[config.mk]
export PLATFORM = sky130hd
export DESIGN_NAME = apb_ucpd_bmc_rx_timing_flat
export DESIGN_NICKNAME = d
export VERILOG_FILES = /design/src/rtl/apb_ucpd_bmc_rx_timing_pkg.sv /design/src/rtl/apb_ucpd_bmc_rx_timing_if.sv /design/src/rtl/apb_ucpd_bmc_rx_timing_cnt.sv /design/src/rtl/apb_ucpd_bmc_rx_timing.sv /design/src/flat_wrapper.sv
export SDC_FILE = /design/constraint.sdc
export NUM_CORES = 1
export LEC_CHECK = 0
export CORE_UTILIZATION = 50
export DETAILED_ROUTE_END_ITERATION = 7
export PLACE_DENSITY = 0.69
export SLEW_MARGIN = 25
export SYNTH_ARGS = -nofsm -noshare
export SYNTH_HDL_FRONTEND = slang
export SYNTH_SLANG_ARGS = --single-unit
[constraint.sdc]
create_clock -name ic_clk -period 6 [get_ports ic_clk]
set_input_delay 1.5 -clock ic_clk [delete_from_list [all_inputs] [get_ports ic_clk]]
set_output_delay 1.5 -clock ic_clk [all_outputs]
set_load 0.01 [all_outputs]
[src/rtl/apb_ucpd_bmc_rx_timing_pkg.sv]
// Shared UCPD receive-timing types: FSM state encoding, interval classes and
// default sizing for the BMC interval counter.
package apb_ucpd_pkg;

  localparam int CNT_W_DEF      = 9;
  localparam int IDLE_HBITS_DEF = 6;

  typedef enum logic [1:0] {
    ST_IDLE,
    ST_ARM,
    ST_HALF
  } rx_state_e;

  typedef enum logic [1:0] {
    IV_SHORT,
    IV_LONG,
    IV_GLITCH,
    IV_OVER
  } iv_class_e;

endpackage

[src/rtl/apb_ucpd_bmc_rx_timing_if.sv]
// Signal bundle between the UCPD control/CC front end and the BMC receive
// timing recovery block.
interface apb_ucpd_bmc_rx_timing_if;

  logic       ucpd_tick;
  logic       rx_en;
  logic       cc_rx;
  logic [5:0] hbitclkdiv;
  logic       rx_bit;
  logic       rx_bit_vld;
  logic       rx_active;
  logic       rx_idle;
  logic       bmc_err;

  modport slave (
    input  ucpd_tick, rx_en, cc_rx, hbitclkdiv,
    output rx_bit, rx_bit_vld, rx_active, rx_idle, bmc_err
  );

  modport master (
    output ucpd_tick, rx_en, cc_rx, hbitclkdiv,
    input  rx_bit, rx_bit_vld, rx_active, rx_idle, bmc_err
  );

endinterface

[src/rtl/apb_ucpd_bmc_rx_timing_cnt.sv]
// CC edge detector plus saturating UCPD tick counter that classifies the
// interval between transitions against half-bit multiples.
module apb_ucpd_rx_interval_cnt
  import apb_ucpd_pkg::*;
#(
  parameter int CNT_W      = CNT_W_DEF,
  parameter int IDLE_HBITS = IDLE_HBITS_DEF
) (
  input  logic       ic_clk,
  input  logic       ic_rst_n,
  input  logic       ucpd_tick,
  input  logic       cc_rx,
  input  logic [5:0] hbitclkdiv,
  output logic       cc_edge,
  output iv_class_e  iv_class,
  output logic       idle_hit
);

  localparam int CW = CNT_W + 2;
  localparam logic [CNT_W-1:0] CNT_ONE = CNT_W'(1);

  logic             cc_d;
  logic [CNT_W-1:0] cnt;
  logic [6:0]       hdiv;
  logic [CW-1:0]    cnt_x, cnt2, hdiv_x, hdiv3, hdiv_idle;

  assign hdiv      = {1'b0, hbitclkdiv} + 7'd1;
  assign cnt_x     = CW'(cnt);
  assign cnt2      = cnt_x << 1;
  assign hdiv_x    = CW'(hdiv);
  assign hdiv3     = hdiv_x * CW'(3);
  assign hdiv_idle = hdiv_x * CW'(IDLE_HBITS);

  assign cc_edge  = cc_d ^ cc_rx;
  assign idle_hit = (cnt_x >= hdiv_idle);

  // Doubled count keeps the 0.5 and 1.5 half-bit thresholds integral
  always_comb begin
    iv_class = IV_OVER;
    if (cnt2 < hdiv_x)      iv_class = IV_GLITCH;
    else if (cnt2 < hdiv3)  iv_class = IV_SHORT;
    else if (cnt_x < hdiv3) iv_class = IV_LONG;
  end

  // The edge cycle's own tick counts toward the next interval
  always_ff @(posedge ic_clk) begin
    if (!ic_rst_n) begin
      cc_d <= 1'b0;
      cnt  <= '0;
    end else begin
      cc_d <= cc_rx;
      if (cc_edge)
        cnt <= ucpd_tick ? CNT_ONE : '0;
      else if (ucpd_tick && (cnt != '1))
        cnt <= cnt + CNT_ONE;
    end
  end

endmodule

[src/rtl/apb_ucpd_bmc_rx_timing.sv]
// BMC receive timing recovery: turns CC transition intervals into decoded
// bits, flags malformed intervals and reports end of line activity.
module apb_ucpd_bmc_rx_timing
  import apb_ucpd_pkg::*;
#(
  parameter int CNT_W      = CNT_W_DEF,
  parameter int IDLE_HBITS = IDLE_HBITS_DEF
) (
  input logic                      ic_clk,
  input logic                      ic_rst_n,
  apb_ucpd_bmc_rx_timing_if.slave  bus
);

  logic      cc_edge;
  logic      idle_hit;
  iv_class_e iv_class;
  rx_state_e state;
  logic      rx_bit, rx_bit_vld, rx_active, rx_idle, bmc_err;

  apb_ucpd_rx_interval_cnt #(
    .CNT_W      (CNT_W),
    .IDLE_HBITS (IDLE_HBITS)
  ) u_interval_cnt (
    .ic_clk     (ic_clk),
    .ic_rst_n   (ic_rst_n),
    .ucpd_tick  (bus.ucpd_tick),
    .cc_rx      (bus.cc_rx),
    .hbitclkdiv (bus.hbitclkdiv),
    .cc_edge    (cc_edge),
    .iv_class   (iv_class),
    .idle_hit   (idle_hit)
  );

  always_ff @(posedge ic_clk) begin
    if (!ic_rst_n) begin
      state      <= ST_IDLE;
      rx_bit     <= 1'b0;
      rx_bit_vld <= 1'b0;
      rx_active  <= 1'b0;
      rx_idle    <= 1'b0;
      bmc_err    <= 1'b0;
    end else begin
      rx_bit_vld <= 1'b0;
      rx_idle    <= 1'b0;
      bmc_err    <= 1'b0;
      if (!bus.rx_en) begin
        state     <= ST_IDLE;
        rx_active <= 1'b0;
      end else begin
        unique case (state)
          ST_IDLE: begin
            if (cc_edge) begin
              state     <= ST_ARM;
              rx_active <= 1'b1;
            end
          end
          ST_ARM: begin
            if (cc_edge) begin
              if (iv_class == IV_LONG) begin
                rx_bit     <= 1'b0;
                rx_bit_vld <= 1'b1;
              end else if (iv_class == IV_SHORT) begin
                state <= ST_HALF;
              end else begin
                bmc_err <= 1'b1;
              end
            end else if (idle_hit) begin
              state     <= ST_IDLE;
              rx_active <= 1'b0;
              rx_idle   <= 1'b1;
            end
          end
          ST_HALF: begin
            // Any edge here closes the bit; only a second half-bit is legal
            if (cc_edge) begin
              state <= ST_ARM;
              if (iv_class == IV_SHORT) begin
                rx_bit     <= 1'b1;
                rx_bit_vld <= 1'b1;
              end else begin
                bmc_err <= 1'b1;
              end
            end else if (idle_hit) begin
              state     <= ST_IDLE;
              rx_active <= 1'b0;
              rx_idle   <= 1'b1;
            end
          end
          default: begin
            state     <= ST_IDLE;
            rx_active <= 1'b0;
          end
        endcase
      end
    end
  end

  assign bus.rx_bit     = rx_bit;
  assign bus.rx_bit_vld = rx_bit_vld;
  assign bus.rx_active  = rx_active;
  assign bus.rx_idle    = rx_idle;
  assign bus.bmc_err    = bmc_err;

endmodule
[src/flat_wrapper.sv]
// flat-port wrapper written by rule: the top's interface ports become plain ports
module apb_ucpd_bmc_rx_timing_flat import apb_ucpd_pkg::*;
#(
  parameter int CNT_W      = CNT_W_DEF,
  parameter int IDLE_HBITS = IDLE_HBITS_DEF
)
  (ic_clk, ic_rst_n, bus_ucpd_tick, bus_rx_en, bus_cc_rx, bus_hbitclkdiv, bus_rx_bit, bus_rx_bit_vld, bus_rx_active, bus_rx_idle, bus_bmc_err);
  apb_ucpd_bmc_rx_timing_if bus_i ();
  input logic ic_clk;
  input logic ic_rst_n;
  input wire logic [$bits(bus_i.ucpd_tick)-1:0] bus_ucpd_tick;
  input wire logic [$bits(bus_i.rx_en)-1:0] bus_rx_en;
  input wire logic [$bits(bus_i.cc_rx)-1:0] bus_cc_rx;
  input wire logic [$bits(bus_i.hbitclkdiv)-1:0] bus_hbitclkdiv;
  output wire logic [$bits(bus_i.rx_bit)-1:0] bus_rx_bit;
  output wire logic [$bits(bus_i.rx_bit_vld)-1:0] bus_rx_bit_vld;
  output wire logic [$bits(bus_i.rx_active)-1:0] bus_rx_active;
  output wire logic [$bits(bus_i.rx_idle)-1:0] bus_rx_idle;
  output wire logic [$bits(bus_i.bmc_err)-1:0] bus_bmc_err;
  assign bus_i.ucpd_tick = bus_ucpd_tick;
  assign bus_i.rx_en = bus_rx_en;
  assign bus_i.cc_rx = bus_cc_rx;
  assign bus_i.hbitclkdiv = bus_hbitclkdiv;
  assign bus_rx_bit = bus_i.rx_bit;
  assign bus_rx_bit_vld = bus_i.rx_bit_vld;
  assign bus_rx_active = bus_i.rx_active;
  assign bus_rx_idle = bus_i.rx_idle;
  assign bus_bmc_err = bus_i.bmc_err;
  apb_ucpd_bmc_rx_timing #(.CNT_W(CNT_W), .IDLE_HBITS(IDLE_HBITS)) u_core (.ic_clk(ic_clk), .ic_rst_n(ic_rst_n), .bus(bus_i));
endmodule
# Word level (Yosys, flattened, before mapping)
# Index checks and enable logic that the tools add are counted.
# classes
magnitude_cmp,4
bitwise_logic,4
multipliers,2
n_reduce_logical,11
n_eq_ne,13
n_addsub,2
n_mux,33
# ops
op,n
$mul A7 B2 Y9 const B,2
$mux W2,9
$mux W9,2
$mux W1,17
$ne A2 B1 Y1 const B,6
$ge A9 B10 Y1,1
$lt A10 B7 Y1,1
$lt A10 B9 Y1,1
$add A9 B1 Y9 const B,1
$lt A9 B9 Y1,1
$ne A9 B9 Y1 const B,1
$pmux W1 S2,4
$add A6 B1 Y7 const B,1
$ne A3 B3 Y1 const B,2
$pmux W2 S3,1
$reduce_and A3 Y1,2
$reduce_and A6 Y1,1
$eq A2 B1 Y1 const B,2
$logic_not A2 Y1,2
$reduce_bool A2 Y1,2
$reduce_or A4 Y1,1
$not A1 Y1,3
$eq A2 B2 Y1 const B,1
$ne A2 B2 Y1 const B,1
other kinds (4),4
# totals
wordCells,77
inputBits,11
out_inout_bits,5
regBits,17

# Depth between registers and ports, before layout
# Gate-level depths: netlist of run 1.
# depth
ltp_word,11
depth_mapped,18
mapped_depth_nobuf,17

# Modules after synthesis
# A second synthesis of run 1 with hierarchy kept.
# hier_totals
cells_unflattened,238
area_unflattened_um2,1946.9
# by_module_without_submodules
module,area_each_um2,seq_area_each_um2,cells_each,instances
apb_ucpd_rx_interval_cnt,1480.2,200.2,184,1
apb_ucpd_bmc_rx_timing,466.7,140.1,54,1

# Least setup slack after synthesis of run 1
# OpenSTA, ideal clock, no wires.
# synth_timing
path_type,input to register
startpoint,in bus_hbitclkdiv[0]
endpoint,reg u_core.rx_bit (netlist: u_core.bus.rx_bit)
setup_time_ns,0.126
path_buffers,1
required_time_ns,5.874
slack_ns,1.026
cell_stages,18
t_arrival_ns,4.848
path_cell_list,ha_1 buf_6 and3_4 xnor2_1 inv_1 ha_1 or2b_2 o21ai_2 xnor2_1 ha_1 and3_1 a21oi_1 o21ai_0 a2111oi_0 a311oi_1 o221ai_1 and4b_1 a211oi_1
# synth_via
elab_chain_len,9
elab_cells_between_ends,13
cone_classes,add/sub: 1; mul: 1; order compare: 3; eq/ne: 3; mux: 3; reduce/logical: 2
# synth_rtl
element,line,text
from (decl),flat_wrapper.sv:14,input wire logic [$bits(bus_i.hbitclkdiv)-1:0] bus_hbitclkdiv;
$add A6 B1 Y7 *,apb_ucpd_bmc_rx_timing_cnt.sv:27,"assign hdiv = {1'b0, hbitclkdiv} + 7'd1;"
$mul A7 B2 Y9,apb_ucpd_bmc_rx_timing_cnt.sv:31,assign hdiv3 = hdiv_x * CW'(3);
$lt A9 B9 Y1,apb_ucpd_bmc_rx_timing_cnt.sv:42,else if (cnt_x < hdiv3) iv_class = IV_LONG;
$mux W2,apb_ucpd_bmc_rx_timing_cnt.sv:42,
$mux W2,apb_ucpd_bmc_rx_timing_cnt.sv:41,else if (cnt2 < hdiv3) iv_class = IV_SHORT;
$mux W2 *,apb_ucpd_bmc_rx_timing_cnt.sv:40,if (cnt2 < hdiv_x) iv_class = IV_GLITCH;
$eq A2 B1 Y1 or $logic_not A2 Y1 (tied branches),"apb_ucpd_bmc_rx_timing.sv:59, apb_ucpd_bmc_rx_timing.sv:77",
$ne A2 B1 Y1 (no source line),n/a,
$reduce_and A6 Y1 (no source line) *,n/a,
to (signal assigned),apb_ucpd_bmc_rx_timing.sv:37,rx_bit <= 1'b0;
to (signal assigned),apb_ucpd_bmc_rx_timing.sv:60,rx_bit <= 1'b0;
to (signal assigned),apb_ucpd_bmc_rx_timing.sv:78,rx_bit <= 1'b1;
to (decl),apb_ucpd_bmc_rx_timing.sv:18,"logic rx_bit, rx_bit_vld, rx_active, rx_idle, bmc_err;"
# Mark *: on every way between the ends. The rest lies on a longest branch, timed or not.
# A chain may end at the register's enable or synchronous reset.

# Worst setup path after layout of run 1
# layout_timing
startpoint,in bus_hbitclkdiv[2]
endpoint,reg u_core.rx_bit (netlist: u_core.bus.rx_bit)
# Same word-level chain as after synthesis.

==> results of run 1 <==
[layout make-up]
| class | instances | area (um2) | share of cell area [%] |
|---|---|---|---|
| Clock buffer | 3 | 41.3 | 1.64 |
| Clock inverter | 1 | 7.51 | 0.298 |
| Inverter | 18 | 67.6 | 2.68 |
| Multi-Input combinational cell | 236 | 1800 | 71.3 |
| Sequential cell | 17 | 340 | 13.5 |
| Tap cell | 52 | 65.1 | 2.58 |
| Timing Repair Buffer | 22 | 203 | 8.04 |
[final timing paths]
kind	start	endpoint	slack, ns	depth (start not counted)
setup reg to reg	u_core.u_interval_cnt.cnt[1]$_SDFFE_PN0P_	u_core.state[0]$_SDFFE_PN0P_	3.21	11
setup / recovery	bus_hbitclkdiv[2]	u_core.bus.rx_bit$_SDFFE_PN0P_	0.43	17
hold reg to reg	u_core.u_interval_cnt.cnt[1]$_SDFFE_PN0P_	u_core.u_interval_cnt.cnt[1]$_SDFFE_PN0P_	0.61	2
hold / removal	u_core.u_interval_cnt.cnt[1]$_SDFFE_PN0P_	u_core.u_interval_cnt.cnt[1]$_SDFFE_PN0P_	0.61	2
[through the flow]
step | hold slack (ns) | cell area (um2) | util [%] | power [uW]
2_1_floorplan | 0.514 | 2300 | - | 245
3_3_place_gp | 0.582 | 2470 | 56.4 | 277
3_5_place_dp | 0.586 | 2470 | 56.4 | 282
4_1_cts | 0.598 | 2520 | 57.5 | 372
5_1_grt | 0.642 | 2520 | 57.5 | 400
6_report | 0.609 | 2520 | 57.5 | 369
[power by group through the flow]
stage | clock, uW | sequential (uW) | combinational, uW
2_1_floorplan | 0 | 120 | 125
3_3_place_gp | 0 | 121 | 156
3_5_place_dp | 0 | 121 | 161
4_1_cts | 91.3 | 118 | 162
5_1_grt | 97.2 | 119 | 184
6_report | 89.1 | 119 | 161
[worst register-to-register path: stages (launching register included)]
cell and delay, ns:
dfxtp_1 0.51, inv_1 0.08, ha_1 0.28, nand2b_1 0.05, a21boi_0 0.20, o31ai_1 0.12
a21oi_1 0.24, a211oi_1 0.10, a311oi_2 0.44, nor4_1 0.13, o41ai_2 0.40, nand3_1 0.11
[sequential cells by signal (all words and copies together), names as in the netlist]
name                        flops
u_core.bus.bmc_err              1
u_core.bus.rx_active            1
u_core.bus.rx_bit               1
u_core.bus.rx_bit_vld           1
u_core.bus.rx_idle              1
u_core.state                    2
u_core.u_interval_cnt.cc_d      1
u_core.u_interval_cnt.cnt       9
[per-layer routing]
| metal | global-route usage [%] | vias to the layer above | part of all wire (%) |
|---|---|---|---|
| li1 | - | 1087 | - |
| met1 | 27.6 | 978 | 46 |
| met2 | 40.6 | 31 | 51 |
| met3 | 1.45 | 4 | 1.9 |
| met4 | 7.11 | 0 | 0.78 |
| met5 | 0 | - | 0 |
[kinds of logic (layout without fill, tap and decap cells)]
group,after synthesis,after routing,share of synthesized area [%]
AOI/OAI and AO/OA,82,82,27.9
buffers and inverters,29,44,6.97
and+or+nand+nor,105,105,25.7
muxes,2,2,0.925
adders and majority gates,33,33,18.3
DFF,17,17,14.8
xor gates and xnor gates,14,14,5.33
[cell usage in the layout (no fill, tap or decap), drive strengths merged, types with 7 or more instances in the layout]
| cell type | synthesis | layout |
|---|---|---|
| inv | 18 | 18 |
| nand3 | 7 | 7 |
| a21oi | 18 | 18 |
| nor2 | 18 | 18 |
| buf | 6 | 7 |
| and3 | 7 | 7 |
| o21ai | 16 | 16 |
| dfxtp | 17 | 17 |
| clkdlybuf4s50 | 0 | 15 |
| nand2 | 23 | 23 |
| or3 | 8 | 8 |
| ha | 32 | 32 |
| xnor2 | 8 | 8 |
| nor3 | 7 | 7 |
==> out/results.txt, run 1 <==
Post-synth ARST share: 0%
combinational share of power: 43.7%
worst endpoint required time: 6.14 ns
Synth area leader: ha_1
Post-synth top cells: 32 x ha_1, 22 x nand2_1, 18 x a21oi_1, 18 x nor2_1
Final WS setup: 0.434 ns
post-DP HPWL: 4080 um
cts bufs inserted: 3
Starting Density: 52.4%
Tmin final: 5.57 ns
Synthesized Nets: 326
largest net degree at the start of global routing: 14
WP buf/inv: 2
sequential share of the synthesized area: 14.8%
Cell Area, Synth: 2300 um2
CTS root buf: clkbuf_8
H-Tree Depth: 1
Pre-antenna DRT Iters: 4
Final ANT Viol Nets: 0
vias after detailed routing: 2100
Vert. Die Dim: 69.8 um
Worst path slowest cell: clkdlybuf4s50_1
Iteration-0 DRC Markers: 101
clock power share: 24.2%
number of global-route vias before repair: 2006
P_sw: 136 uW
final hold violations: 0
Total Routing Usage GR: 22.3%
CP max stage delay: 0.65 ns
worst skew pair latency: 0.26 ns
initial antenna violation count: 0
Worst Clk Skew: 0.00814 ns
num rows: 24
startpoint class of the critical path: primary input
first-pass GRT wire length: 9000 um
# DRC: 0
Max FO, Critical Path: 9
Post-synth EDFFs: 0
Placer Congestion: 0.800
FILL cells: 417
die area: 4870 um2
power per cell area: 146 nW/um2
Hold Buf Count CTS: 0
share of cells above drive strength 1: 13.5%
fin cells: 349
unrepaired setup endpoints after global routing: no
Max VDD drop: 0.0000714 V
CP Class: in2reg
Achievable Freq: 0.180 GHz
most common cell in the netlist: ha_1
sequential share of power: 32.1%
internal power: 232 uW
Main synth FF type: dfxtp_1
global route overflow: 0
vias per inst: 6.02
CTS tree: yes
crit-path leading delay family: compound AO/OA/AOI/OAI gates
die width: 69.8 um
Leak Pwr: 0.00103 uW
postcts setup bufs: 0
max_slew headroom: 40.9%
number of max-cap violations: 0
Syn Area/Cell: 8.15 um2
CTS resizes: 0
nets: 342
setup TNS: 0 ns
top cell type's share of synthesized area: 17.4%
period utilization: 92.8%
Yosys cell types: 79
crit path cell chain: clkdlybuf4s50_1, nand3_1, xnor2_1, inv_1, ha_1, or2b_2, o21ai_2, xnor2_1, ha_1, and3_1, a21oi_1, o21ai_0, a2111oi_0, a311oi_1, o221ai_1, and4b_1, a211oi_1
CTS sink count: 17
area grow syn2layout: 9.74%
switching portion of total power: 37.0%
Port Buf Inserts: 15
Pins Over Slew Limit: 0
CP endpoint kind: flop
Least-Margin Pin Slew: 0.880 ns
Seq cells post-synth: 17
Placed Cells: 345
clock slew at reported path FFs: 0.08 ns
IO Count: 16
Yosys Warn Count: 0
routed length per instance: 14.7 um
Worst EP arrival: 5.70 ns
Synth Instances: 282
clock tree buffer depth: 2
core outline area: 4380 um2
Hold Crit Class: reg2reg
antenna cells: 0
Setup-failing EPs final: 0
status: completed
top cells by area, synth: ha_1 17%, dfxtp_1 15%, a21oi_1 3.9%, nand2_1 3.6%, xnor2_1 3.0%
final WL: 5140 um
Placement Setup Slack: 0.193 ns
Power figures use the tool's default switching activity.
==> inputs of run 2 (changes only) <==
Clock period 6 ns to 5.5 ns, I/O delays scaled along.
==> run 2 against run 1 <==
  * Critical path depth fell by 1
  * Critical endpoint is now u_core.state[1]$_SDFFE_PN0P_
  * Worst hold slack got worse by 0.019 ns
  * Count of clock-buffer cells in the layout did not move
  * Via count rose by 0.71%
  * Final cell count rose by 2.3%
  * Global-route usage fell by 0.82 points
  * Sequential share of layout area fell by 0.31 points
  * Core utilization rose by 1.4 points
  * First-iteration DRC count rose by 13%
  * Sequential cell count did not move
==> out/results.txt, run 2 (synthesis gave the netlist of run 1 again) <==
max_slew headroom: 38.7%
post-route cell area: 2580 um2
Tmin final: 5.18 ns
register cell area after layout: 340 um2
H-Tree Depth: 1
status: completed
core outline area: 4380 um2
worst setup path end: u_core.state[1]$_SDFFE_PN0P_
final hold violations: 0
Iteration-0 DRC Markers: 114
Setup-failing EPs final: 0
Worst Clk Skew: 0.00224 ns
WP depth: 16
nets: 350
commonest non-fill, non-tap cells in the layout: 32 x ha_1, 22 x nand2_1, 18 x a21oi_1, 18 x nor2_1
Vert. Die Dim: 69.8 um
Pre-antenna DRT Iters: 4
Cell Area, Placed: 2530 um2
FILL cells: 409
startpoint class of the critical path: primary input
antenna cells: 0
global route overflow: 0
first-pass GRT wire length: 8760 um
Least-Margin Pin Slew: 0.912 ns
Leak Pwr: 0.00107 uW
Hold Crit Class: reg2reg
Max VDD drop: 0.0000681 V
CP endpoint kind: flop
CTS sink count: 17
die area: 4870 um2
reg2reg end: u_core.state[1]$_SDFFE_PN0P_
R2R depth: 11
IO Count: 16
Top cell by count, worst path: ha_1
CP Class: in2reg
number of flip-flops in the largest register: 9
area grow syn2layout: 12.4%
worst skew pair latency: 0.25 ns
num rows: 24
Worst EP arrival: 5.30 ns
biggest regs: u_core.u_interval_cnt.cnt (9), u_core.state (2)
Placer Congestion: 0.825
crit path from: bus_hbitclkdiv[0]
die width: 69.8 um
unrepaired setup endpoints after global routing: no
Achievable Freq: 0.193 GHz
clock slew at reported path FFs: 0.07 ns
final core occ: 58.9%
Final ANT Viol Nets: 0
Worst Hold Depth: 2
worst endpoint required time: 5.62 ns
vias after detailed routing: 2115
setup TNS: 0 ns
period utilization: 94.2%
CTS root buf: clkbuf_8
Pins Over Slew Limit: 0
routed length per instance: 14.1 um
Starting Density: 52.4%
cts bufs inserted: 3
number of global-route vias before repair: 1959
power per cell area: 161 nW/um2
largest net degree at the start of global routing: 14
Reg2Reg Launch Point: u_core.u_interval_cnt.cnt[1]$_SDFFE_PN0P_
post-DP HPWL: 4000 um
most flop-heavy register: u_core.u_interval_cnt.cnt
WP buf/inv: 3
Max FO, Critical Path: 9
number of max-cap violations: 0
final WL: 5030 um
crit-path leading delay family: compound AO/OA/AOI/OAI gates
vias per inst: 5.92
CP max stage delay: 0.49 ns
# DRC: 0
Overall Power: 415 uW
area taken by multi-input logic gates: 1800 um2
reg2reg setup slack: 2.70 ns
CTS tree: yes
Port Buf Inserts: 15
share of cells above drive strength 1: 15.7%
initial antenna violation count: 0
clock tree buffer depth: 2
crit path cell chain: clkdlybuf4s50_1, buf_4, inv_1, ha_1, fa_1, or2b_2, o21ai_2, xnor2_1, ha_1, nor3_1, a21oi_1, nor2_1, a311oi_2, nor4_1, o41ai_1, o311ai_1
Worst path slowest cell: clkdlybuf4s50_1
Total Routing Usage GR: 21.4%
most common library cell in the layout ignoring fill and taps: ha_1
run 2: cell types whose count changed in the layout (fill, tap and decap cells not counted), sizes merged:
cell,change
buf,+8
run 2: worst min-delay path by stage:
stage	to	slack [ns]	start
6_report	u_core.u_interval_cnt.cnt[1]$_SDFFE_PN0P_	0.59	u_core.u_interval_cnt.cnt[1]$_SDFFE_PN0P_
5_1_grt	u_core.u_interval_cnt.cnt[1]$_SDFFE_PN0P_	0.62	u_core.u_interval_cnt.cnt[1]$_SDFFE_PN0P_
4_1_cts	u_core.u_interval_cnt.cnt[1]$_SDFFE_PN0P_	0.59	u_core.u_interval_cnt.cnt[1]$_SDFFE_PN0P_
3_5_place_dp	u_core.u_interval_cnt.cnt[7]$_SDFFE_PN0P_	0.59	u_core.u_interval_cnt.cnt[7]$_SDFFE_PN0P_
3_3_place_gp	u_core.u_interval_cnt.cnt[7]$_SDFFE_PN0P_	0.58	u_core.u_interval_cnt.cnt[7]$_SDFFE_PN0P_
2_1_floorplan	u_core.u_interval_cnt.cnt[1]$_SDFFE_PN0P_	0.51	u_core.u_interval_cnt.cnt[1]$_SDFFE_PN0P_
run 2: worst reg2reg max path: stages (launching register included):
cell,delay (ns)
dfxtp_1,0.49
inv_1,0.08
ha_1,0.28
nand2b_1,0.05
a21boi_0,0.19
o31ai_1,0.09
a21oi_1,0.29
nor2_1,0.09
a311oi_2,0.46
nor4_1,0.10
o41ai_1,0.41
o311ai_1,0.15
run 2: timing repair:
| item | in CTS | in global routing |
|---|---|---|
| hold buffers | 0 | 0 |
| setup endpoints to repair | 0 | 1 |
| setup buffers | 0 | 0 |
| resized for setup | 0 | 0 |
run 2: routing by layer:
| layer | wire (um) | global-route usage (%) | vias up |
|---|---|---|---|
| li1 | - | - | 1104 |
| met2 | 2430 | 37.2 | 37 |
| met5 | 0 | 0 | - |
| met1 | 2410 | 28.5 | 970 |
| met4 | 61 | 6.44 | 0 |
| met3 | 129 | 1.02 | 4 |
run 2: layout make-up:
cell class	instances	area share [%]
Tap cell	52	2.52
Multi-Input combinational cell	236	69.6
Clock inverter	1	0.291
Clock buffer	3	1.60
Sequential cell	17	13.2
Timing Repair Buffer	30	10.2
Inverter	18	2.62
run 2: power by group:
part           leakage (uW)  internal (uW)  total (uW)  switching (uW)
combinational      0.000906           87.8         187            99.5
sequential         0.000138            126         129            3.58
clock             0.0000217           51.0        98.6            47.6
total               0.00107            264         415             151
run 2: per-stage QoR:
stage,cells,hold slack [ns],setup slack [ns]
after global routing,357,0.618,0.00845
final,357,0.590,0.317
after CTS,357,0.590,0.278
after global placement,353,0.576,0.0963
after detailed placement,353,0.586,0.0155
after floorplan,282,0.514,0.651
